[src/rtl/audio_pkg.sv]
// Shared audio constants: FSM encoding, clock rate, default amplitude and
// note divisors, so the decoder, tone generator and benches agree.
package audio_pkg;

  typedef enum logic {
    SILENT = 1'b0,
    RUN    = 1'b1
  } tone_state_e;

  localparam int unsigned CLK_HZ       = 50_000_000;
  localparam int unsigned DIV_W_DEF    = 32;
  localparam int unsigned SAMPLE_W_DEF = 16;

  localparam logic signed [15:0] DEFAULT_AMPLITUDE = 16'sh2000;

  // Full-period divisors for one octave starting at C5.
  localparam int unsigned DO1 = CLK_HZ / 523;
  localparam int unsigned RE  = CLK_HZ / 587;
  localparam int unsigned MI  = CLK_HZ / 659;
  localparam int unsigned FA  = CLK_HZ / 698;
  localparam int unsigned SO  = CLK_HZ / 784;
  localparam int unsigned LA  = CLK_HZ / 880;
  localparam int unsigned SI  = CLK_HZ / 988;
  localparam int unsigned DO2 = CLK_HZ / 1046;

endpackage

[src/rtl/half_period_counter.sv]
// Half-period timer: counts cycles of the active half period, reloads the
// half length only at a wrap, and pulses half_tick alongside each toggle.
module half_period_counter #(
  parameter int unsigned DIV_W = 32
) (
  input  logic             clk,
  input  logic             rst_n,
  input  logic             i_load,
  input  logic             i_run,
  input  logic [DIV_W-1:0] i_half,
  output logic             o_wrap_c,
  output logic             o_half_tick
);

  logic [DIV_W-1:0] r_count;
  logic [DIV_W-1:0] r_active_half;
  logic             r_half_tick;

  assign o_wrap_c    = i_run && (r_count == (r_active_half - DIV_W'(1)));
  assign o_half_tick = r_half_tick;

  // The new half length is sampled only at load or wrap, never mid half-period.
  always_ff @(posedge clk or negedge rst_n) begin
    if (!rst_n) begin
      r_count       <= DIV_W'(0);
      r_active_half <= DIV_W'(0);
      r_half_tick   <= 1'b0;
    end else begin
      r_half_tick <= 1'b0;
      if (i_load) begin
        r_count       <= DIV_W'(0);
        r_active_half <= i_half;
      end else if (o_wrap_c) begin
        r_count       <= DIV_W'(0);
        r_active_half <= i_half;
        r_half_tick   <= 1'b1;
      end else if (i_run) begin
        r_count <= r_count + DIV_W'(1);
      end else begin
        r_count <= DIV_W'(0);
      end
    end
  end

endmodule

[src/rtl/tone_gen.sv]
// Square-wave tone generator with glitch-free pitch changes and a
// request/valid PCM sample port for the audio codec.
module tone_gen
  import audio_pkg::*;
#(
  parameter int unsigned                DIV_W     = DIV_W_DEF,
  parameter int unsigned                SAMPLE_W  = SAMPLE_W_DEF,
  parameter logic signed [SAMPLE_W-1:0] AMPLITUDE = SAMPLE_W'(DEFAULT_AMPLITUDE)
) (
  input  logic                       clk,
  input  logic                       rst_n,
  input  logic [DIV_W-1:0]           divisor,
  input  logic                       enable,
  input  logic                       sample_req,
  output logic signed [SAMPLE_W-1:0] sample_out,
  output logic                       sample_valid,
  output logic                       square_out,
  output logic                       half_tick
);

  tone_state_e                r_state;
  tone_state_e                w_state_nxt;
  logic                       r_square;
  logic                       w_square_nxt;
  logic signed [SAMPLE_W-1:0] r_sample;
  logic signed [SAMPLE_W-1:0] w_sample_nxt;
  logic                       r_valid;
  logic                       w_valid_nxt;

  logic             w_go;
  logic             w_load;
  logic             w_run;
  logic             w_wrap;
  logic [DIV_W-1:0] w_half;

  assign w_go   = enable && (divisor >= DIV_W'(2));
  assign w_half = divisor >> 1;
  assign w_load = (r_state == SILENT) && w_go;
  assign w_run  = (r_state == RUN) && w_go;

  half_period_counter #(
    .DIV_W (DIV_W)
  ) u_counter (
    .clk         (clk),
    .rst_n       (rst_n),
    .i_load      (w_load),
    .i_run       (w_run),
    .i_half      (w_half),
    .o_wrap_c    (w_wrap),
    .o_half_tick (half_tick)
  );

  always_ff @(posedge clk or negedge rst_n) begin
    if (!rst_n) begin
      r_state  <= SILENT;
      r_square <= 1'b0;
      r_sample <= '0;
      r_valid  <= 1'b0;
    end else begin
      r_state  <= w_state_nxt;
      r_square <= w_square_nxt;
      r_sample <= w_sample_nxt;
      r_valid  <= w_valid_nxt;
    end
  end

  // Samples reflect the state and level present in the request cycle.
  always_comb begin
    w_state_nxt  = r_state;
    w_square_nxt = r_square;
    w_sample_nxt = r_sample;
    w_valid_nxt  = 1'b0;

    case (r_state)
      SILENT: begin
        w_square_nxt = 1'b0;
        if (w_go) begin
          w_state_nxt  = RUN;
          w_square_nxt = 1'b1;
        end
      end
      RUN: begin
        if (!w_go) begin
          w_state_nxt  = SILENT;
          w_square_nxt = 1'b0;
        end else if (w_wrap) begin
          w_square_nxt = ~r_square;
        end
      end
      default: begin
        w_state_nxt  = SILENT;
        w_square_nxt = 1'b0;
      end
    endcase

    if (sample_req) begin
      w_valid_nxt = 1'b1;
      if (r_state == RUN) begin
        w_sample_nxt = r_square ? AMPLITUDE : -AMPLITUDE;
      end else begin
        w_sample_nxt = '0;
      end
    end
  end

  assign square_out   = r_square;
  assign sample_out   = r_sample;
  assign sample_valid = r_valid;

endmodule

[config.mk]
export PLATFORM = sky130hd
export DESIGN_NAME = tone_gen
export DESIGN_NICKNAME = d
export VERILOG_FILES = /design/src/rtl/audio_pkg.sv /design/src/rtl/half_period_counter.sv /design/src/rtl/tone_gen.sv
export SDC_FILE = /design/constraint.sdc
export NUM_CORES = 1
export LEC_CHECK = 0
export ABC_AREA = 1
export CORE_MARGIN = 3
export CORE_UTILIZATION = 63
export DETAILED_ROUTE_END_ITERATION = 10
export PLACE_DENSITY = 0.95
export SKIP_CTS_REPAIR_TIMING = 1
export SYNTH_ARGS = -nofsm -noshare
export SYNTH_HDL_FRONTEND = slang
export SYNTH_SLANG_ARGS = --single-unit
[constraint.sdc]
create_clock -name clk -period 6.7 [get_ports clk]
set_input_delay 2.01 -clock clk [delete_from_list [all_inputs] [get_ports clk]]
set_output_delay 2.01 -clock clk [all_outputs]
set_load 0.02 [all_outputs]
After elaboration in Yosys (flattened, before gate mapping)
Index checks and enable logic that the tools add are counted.
{"block": "totals", "in_bits": 36, "register_bits": 84}
{"block": "op_classes", "n_bitwise": 2, "n_mux": 14, "n_eq_ne": 2, "n_addsub": 2, "reduce_logical": 5, "order_cmp": 1}
{"op": "2-to-1 mux 32 bit", "n": 5}
{"op": "adder 32 x 1 -> 32 bit, second input constant", "n": 1}
{"op": "== test 32 bit", "n": 1}
{"op": ">= comparator 32 x 2 -> 1 bit, second input constant", "n": 1}
{"op": "2-to-1 mux 16 bit", "n": 2}
{"op": "subtractor 32 x 1 -> 32 bit, second input constant", "n": 1}
{"op": "2-to-1 mux 1 bit", "n": 6}
{"op": "logical AND 1 bit", "n": 4}
{"op": "!= test 3 x 2 -> 1 bit, second input constant", "n": 1}
{"op": "inverter 1 bit", "n": 2}
{"op": "case mux 1 bit (2 select lines)", "n": 1}
{"op": "nonzero test 2 bit", "n": 1}

Logic depth before layout (Yosys ltp)
{"block": "logic_depth", "depth_word": 7, "depth_mapped": 19, "depth_no_buf": 18}

Cells and area by module
A second synthesis with hierarchy kept.
{"block": "hier_totals", "cells_unflattened": 748, "area_unflattened_um2": 5116.2}
{"module": "half_period_counter", "seq_area_each_um2": 1626.6, "cells_each": 683, "n_inst": 1, "area_per_inst_um2": 4700.8}
{"module": "tone_gen", "seq_area_each_um2": 125.1, "cells_each": 65, "n_inst": 1, "area_per_inst_um2": 415.4}

Worst setup path after synthesis
No wires, ideal clock.
{"block": "synth_path", "path_kind": "input to register", "startpoint": "input port divisor[31]", "endpoint": "register u_counter.r_active_half[20]", "path_buffers": 1, "required_time_ns": 6.634, "arrival_ns": 3.370, "path_slack_ns": 3.264, "cell_stages": 8, "path_cell_list": "nor4_1 nand4_1 nor2_1 nor2_1 nand2_1 clkbuf_1 nand3_2 nand2_1"}
{"block": "synth_via", "elab_chain_cells": 5, "elab_cells_between_ends": 7}
{"element": "from (decl)", "line_no": "tone_gen.sv:12", "text": "input logic [DIV_W-1:0] divisor,"}
{"element": ">= comparator 32 x 2 -> 1 bit *", "line_no": "tone_gen.sv:36", "text": "assign w_go = enable && (divisor >= DIV_W'(2));"}
{"element": "logical AND 1 bit *", "line_no": "tone_gen.sv:36"}
{"element": "logical AND 1 bit", "line_no": "tone_gen.sv:39", "text": "assign w_run = (r_state == RUN) && w_go;"}
{"element": "logical AND 1 bit", "line_no": "half_period_counter.sv:19", "text": "assign o_wrap_c = i_run && (r_count == (r_active_half - DIV_W'(1)));"}
{"element": "nonzero test 2 bit (no source line)"}
{"element": "to (signal assigned)", "line_no": "half_period_counter.sv:32", "text": "r_active_half <= i_half;"}
{"element": "to (signal assigned)", "line_no": "half_period_counter.sv:35", "text": "r_active_half <= i_half;"}
{"element": "to (decl)", "line_no": "half_period_counter.sv:16", "text": "logic [DIV_W-1:0] r_active_half;"}
Every way passes the cells marked *; elsewhere a longest branch is shown, timed or not.
A chain may end at the register's enable or synchronous reset.

Worst setup path after layout
{"block": "layout_path", "startpoint": "input port divisor[30]", "endpoint": "register u_counter.r_count[26]"}
{"block": "layout_via", "elab_chain_cells": 6, "elab_cells_between_ends": 8}
{"element": ">= comparator 32 x 2 -> 1 bit *", "line_no": "tone_gen.sv:36"}
{"element": "logical AND 1 bit *", "line_no": "tone_gen.sv:36"}
{"element": "logical AND 1 bit", "line_no": "tone_gen.sv:39"}
{"element": "2-to-1 mux 32 bit or logical AND 1 bit (tied branches)", "line_no": "half_period_counter.sv:37, half_period_counter.sv:19"}
{"element": "2-to-1 mux 32 bit", "line_no": "half_period_counter.sv:33", "text": "end else if (o_wrap_c) begin"}
{"element": "2-to-1 mux 32 bit *", "line_no": "half_period_counter.sv:30", "text": "if (i_load) begin"}
{"element": "to (signal assigned)", "line_no": "half_period_counter.sv:38", "text": "r_count <= r_count + DIV_W'(1);"}
{"element": "to (decl)", "line_no": "half_period_counter.sv:15", "text": "logic [DIV_W-1:0] r_count;"}
Marks and branches as above.

==> impl_metrics.toml <==
[placement]
gp_congestion = 1.04
io_buffer_count = 40
dp_worst_setup_slack_ps = 2180
hpwl_um = 11000

[floorplanning]
fp.dieH_um = 98.0
row_count = 32
start_util = 0.670
die_w_um = 98.0
core-area_um2 = 7970
top_level_ports = 55
dieArea_um2 = 9610

[detailed_routing]
drtIter0Drc = 428
dr.pass1.iters = 5
wl_um = 13800
num_vias = 5262
vias_per_cell = 5.62
ant_nets = 0
drc_errors = 0
wire_per_inst_um = 14.8

[sta]
fin_worst_skew_ps = 9.75
fin_crit_sh = 0.624
fin_crit_ps = 4180
finalHoldViolCount = 0
finalSetupViolCount = 0
tightestPinTransition_ps = 1120
finalWorstSetupSlack_ps = 2520
finalSetupTns_ps = 0
rsz0062_at_grt = "false"
maxClockFrequency_ghz = 0.239
relSlewSlack = 0.255
slew_violations = 0

[logic_synthesis]
synth_top_cell_area_share = 0.323
synthFlopType = "dfrtp_1"
synth.ff_latch_count = 69
synth.most_common_cell = "nand2_1"
synth.largest_area_cell = "dfrtp_1"
syn_area_per_cell_um2 = 6.71
yosysSeqAreaShare = 0.323
synth_area_um2 = 5340
ys_async_sr_fraction = 1.00
yosysUniqueCellTypes = 39
synthTopCellsByArea = "dfrtp_1 32%, nand2_1 16%, nor2_1 9.2%, nand3_1 8.9%, inv_1 5.4%"
ys_top_cells_by_count = "229 x nand2_1, 131 x nor2_1, 95 x nand3_1"
yosysWarnings = 0
synth_enable_flop_cells = 0
synthCells = 795

[hold_path]
hold_end = "u_counter.r_active_half[0]"
hold_path.class = "flop to flop"
hold_depth = 2
hold_path.startpoint = "u_counter.r_active_half[0]"

[cts]
clock_latency_ps = 350
root_buffer = "clkbuf_8"
cts_buffers = 9
clk_path_buf_depth = 2
cts_num_sinks = 69
htreeDepth = 3
path_clk_slew_ps = 80
cts_tree = "yes"

[critical_path]
reg2reg_slack_ps = 3430
arrival_ps = 4390
critPathKind = "input pin to flop"
worstPathRequired_ps = 6910
critPathMaxFanout = 34
r2r-end = "u_counter.r_active_half[14]"
start_kind = "input pin"
rr_startpoint = "u_counter.r_active_half[0]"
r2r_cells = 15
cp-end-kind = "flop"

[cells_and_area]
insertedDiodeCount = 0
syn_to_final_growth_pct = 10.1
drive_above_1_share = 0.0779
final_nets = 867
num-fill-cells = 651

[status]
status = "finished, final reports clean"

[global_routing]
track_usage = 0.294
grt_first_pass_wirelength_um = 23000
grt-ovfl-total = 0
grt_max_degree = 70
antenna_found_initial = 0
grt_pass1_vias = 5009

[power]
p_leak_nw = 2.80
peakVddDrop_uv = 130
p_per_area_nw_per_um2 = 185

[job]
max-cap-violations = 0
-- cells in the final DEF, fill, tap and decap left out, drive strengths merged --
master	netlist	routed
nand2	240	240
nor2	142	142
nand3	107	107
inv	79	79
dfrtp	69	69
clkdlybuf4s50	0	39
xor2	25	25
o21ai	17	17
nor3	15	15
nand4	14	14
conb	1	13
xnor2	12	12
clkbuf	6	11
nor4	10	10
nand3b	10	10
a21oi	6	6
clkinv	2	6
buf	26	4
o21bai	3	3
o22ai	2	2
ha	2	2
or2	2	2
a31oi	1	1
a31o	1	1
xnor3	1	1
xor3	1	1
and2	1	1
clkinvlp	0	1
-- worst max path at each step --
| stage | startpoint | endpoint | slack [ps] | depth (start not counted) |
|---|---|---|---|---|
| final | divisor[30] | u_counter.r_count[26] | 2520 | 11 |
| after floorplan | divisor[31] | u_counter.r_active_half[20] | 3260 | 8 |
| after global routing | divisor[30] | u_counter.r_count[26] | 2360 | 11 |
| after detailed placement | divisor[30] | u_counter.r_count[26] | 2180 | 11 |
| after global placement | divisor[30] | u_counter.r_count[26] | 2280 | 11 |
| after CTS | divisor[30] | u_counter.r_count[26] | 2560 | 11 |
-- registers in the layout, indices dropped and copies added (netlist names) --
name                     flops
u_counter.r_count           32
square_out                   1
r_state                      1
sample_out                   2
u_counter.o_half_tick        1
sample_valid                 1
u_counter.r_active_half     31
-- worst max-delay path, cell delays in order --
cell and delay [ps]:
clkdlybuf4s50_1 540, nor4_1 80, nand4_1 100, nor2_1 70, nor2_2 840, nand2_1 120
buf_4 320, inv_1 130, a21oi_1 40, o21ai_0 70, nor2_1 50
-- area by class of cell --
cell class	count	area (um^2)	share of cell area
clock buffers	11	151	0.0258
clock inverters	5	35.0	0.00596
inverters	81	304	0.0518
multi-input cells	625	3110	0.530
flip-flops and latches	69	1730	0.294
well taps	102	128	0.0217
repair buffers	43	418	0.0711
-- report_power, final --
part	total (W)	switching [W]	internal [W]	leakage [nW]
Clock	0.000319	0.000164	0.000155	0.0953
Sequential	0.000488	0.0000453	0.000442	0.904
Combinational	0.000281	0.000176	0.000105	1.80
Total	0.00109	0.000385	0.000702	2.80
-- cells by family after synthesis --
logic type | count (synthesis) | share of synthesized area
DFF | 69 | 0.323
AOI/OAI and AO/OA | 30 | 0.0316
xor gates and xnor gates | 39 | 0.0694
and+or+nand+nor | 541 | 0.468
adders and majority gates | 2 | 0.00469
buffers and inverters | 113 | 0.102
other | 1 | 0.000703
-- through the flow --
| step | utilization | cells | total power, W | area, um^2 | hold slack (ps) |
|---|---|---|---|---|---|
| global placement | 0.714 | 920 | 0.000759 | 5690 | 515 |
| finish | 0.737 | 936 | 0.00109 | 5870 | 540 |
| detailed placement | 0.714 | 920 | 0.000771 | 5690 | 517 |
| CTS | 0.737 | 936 | 0.00109 | 5870 | 536 |
| floorplan | - | 807 | 0.000692 | 5380 | 487 |
| global route | 0.737 | 936 | 0.00115 | 5870 | 561 |
-- metal layers --
metal	part of all wire	track usage	vias up	wire length, um
met5	0	0	-	0
met4	0.026	0.0937	0	361
met3	0.087	0.0614	31	1210
met2	0.46	0.474	221	6340
met1	0.43	0.396	2423	5930
li1	-	-	2587	-
No activity file was read; power rests on OpenSTA's default activity.
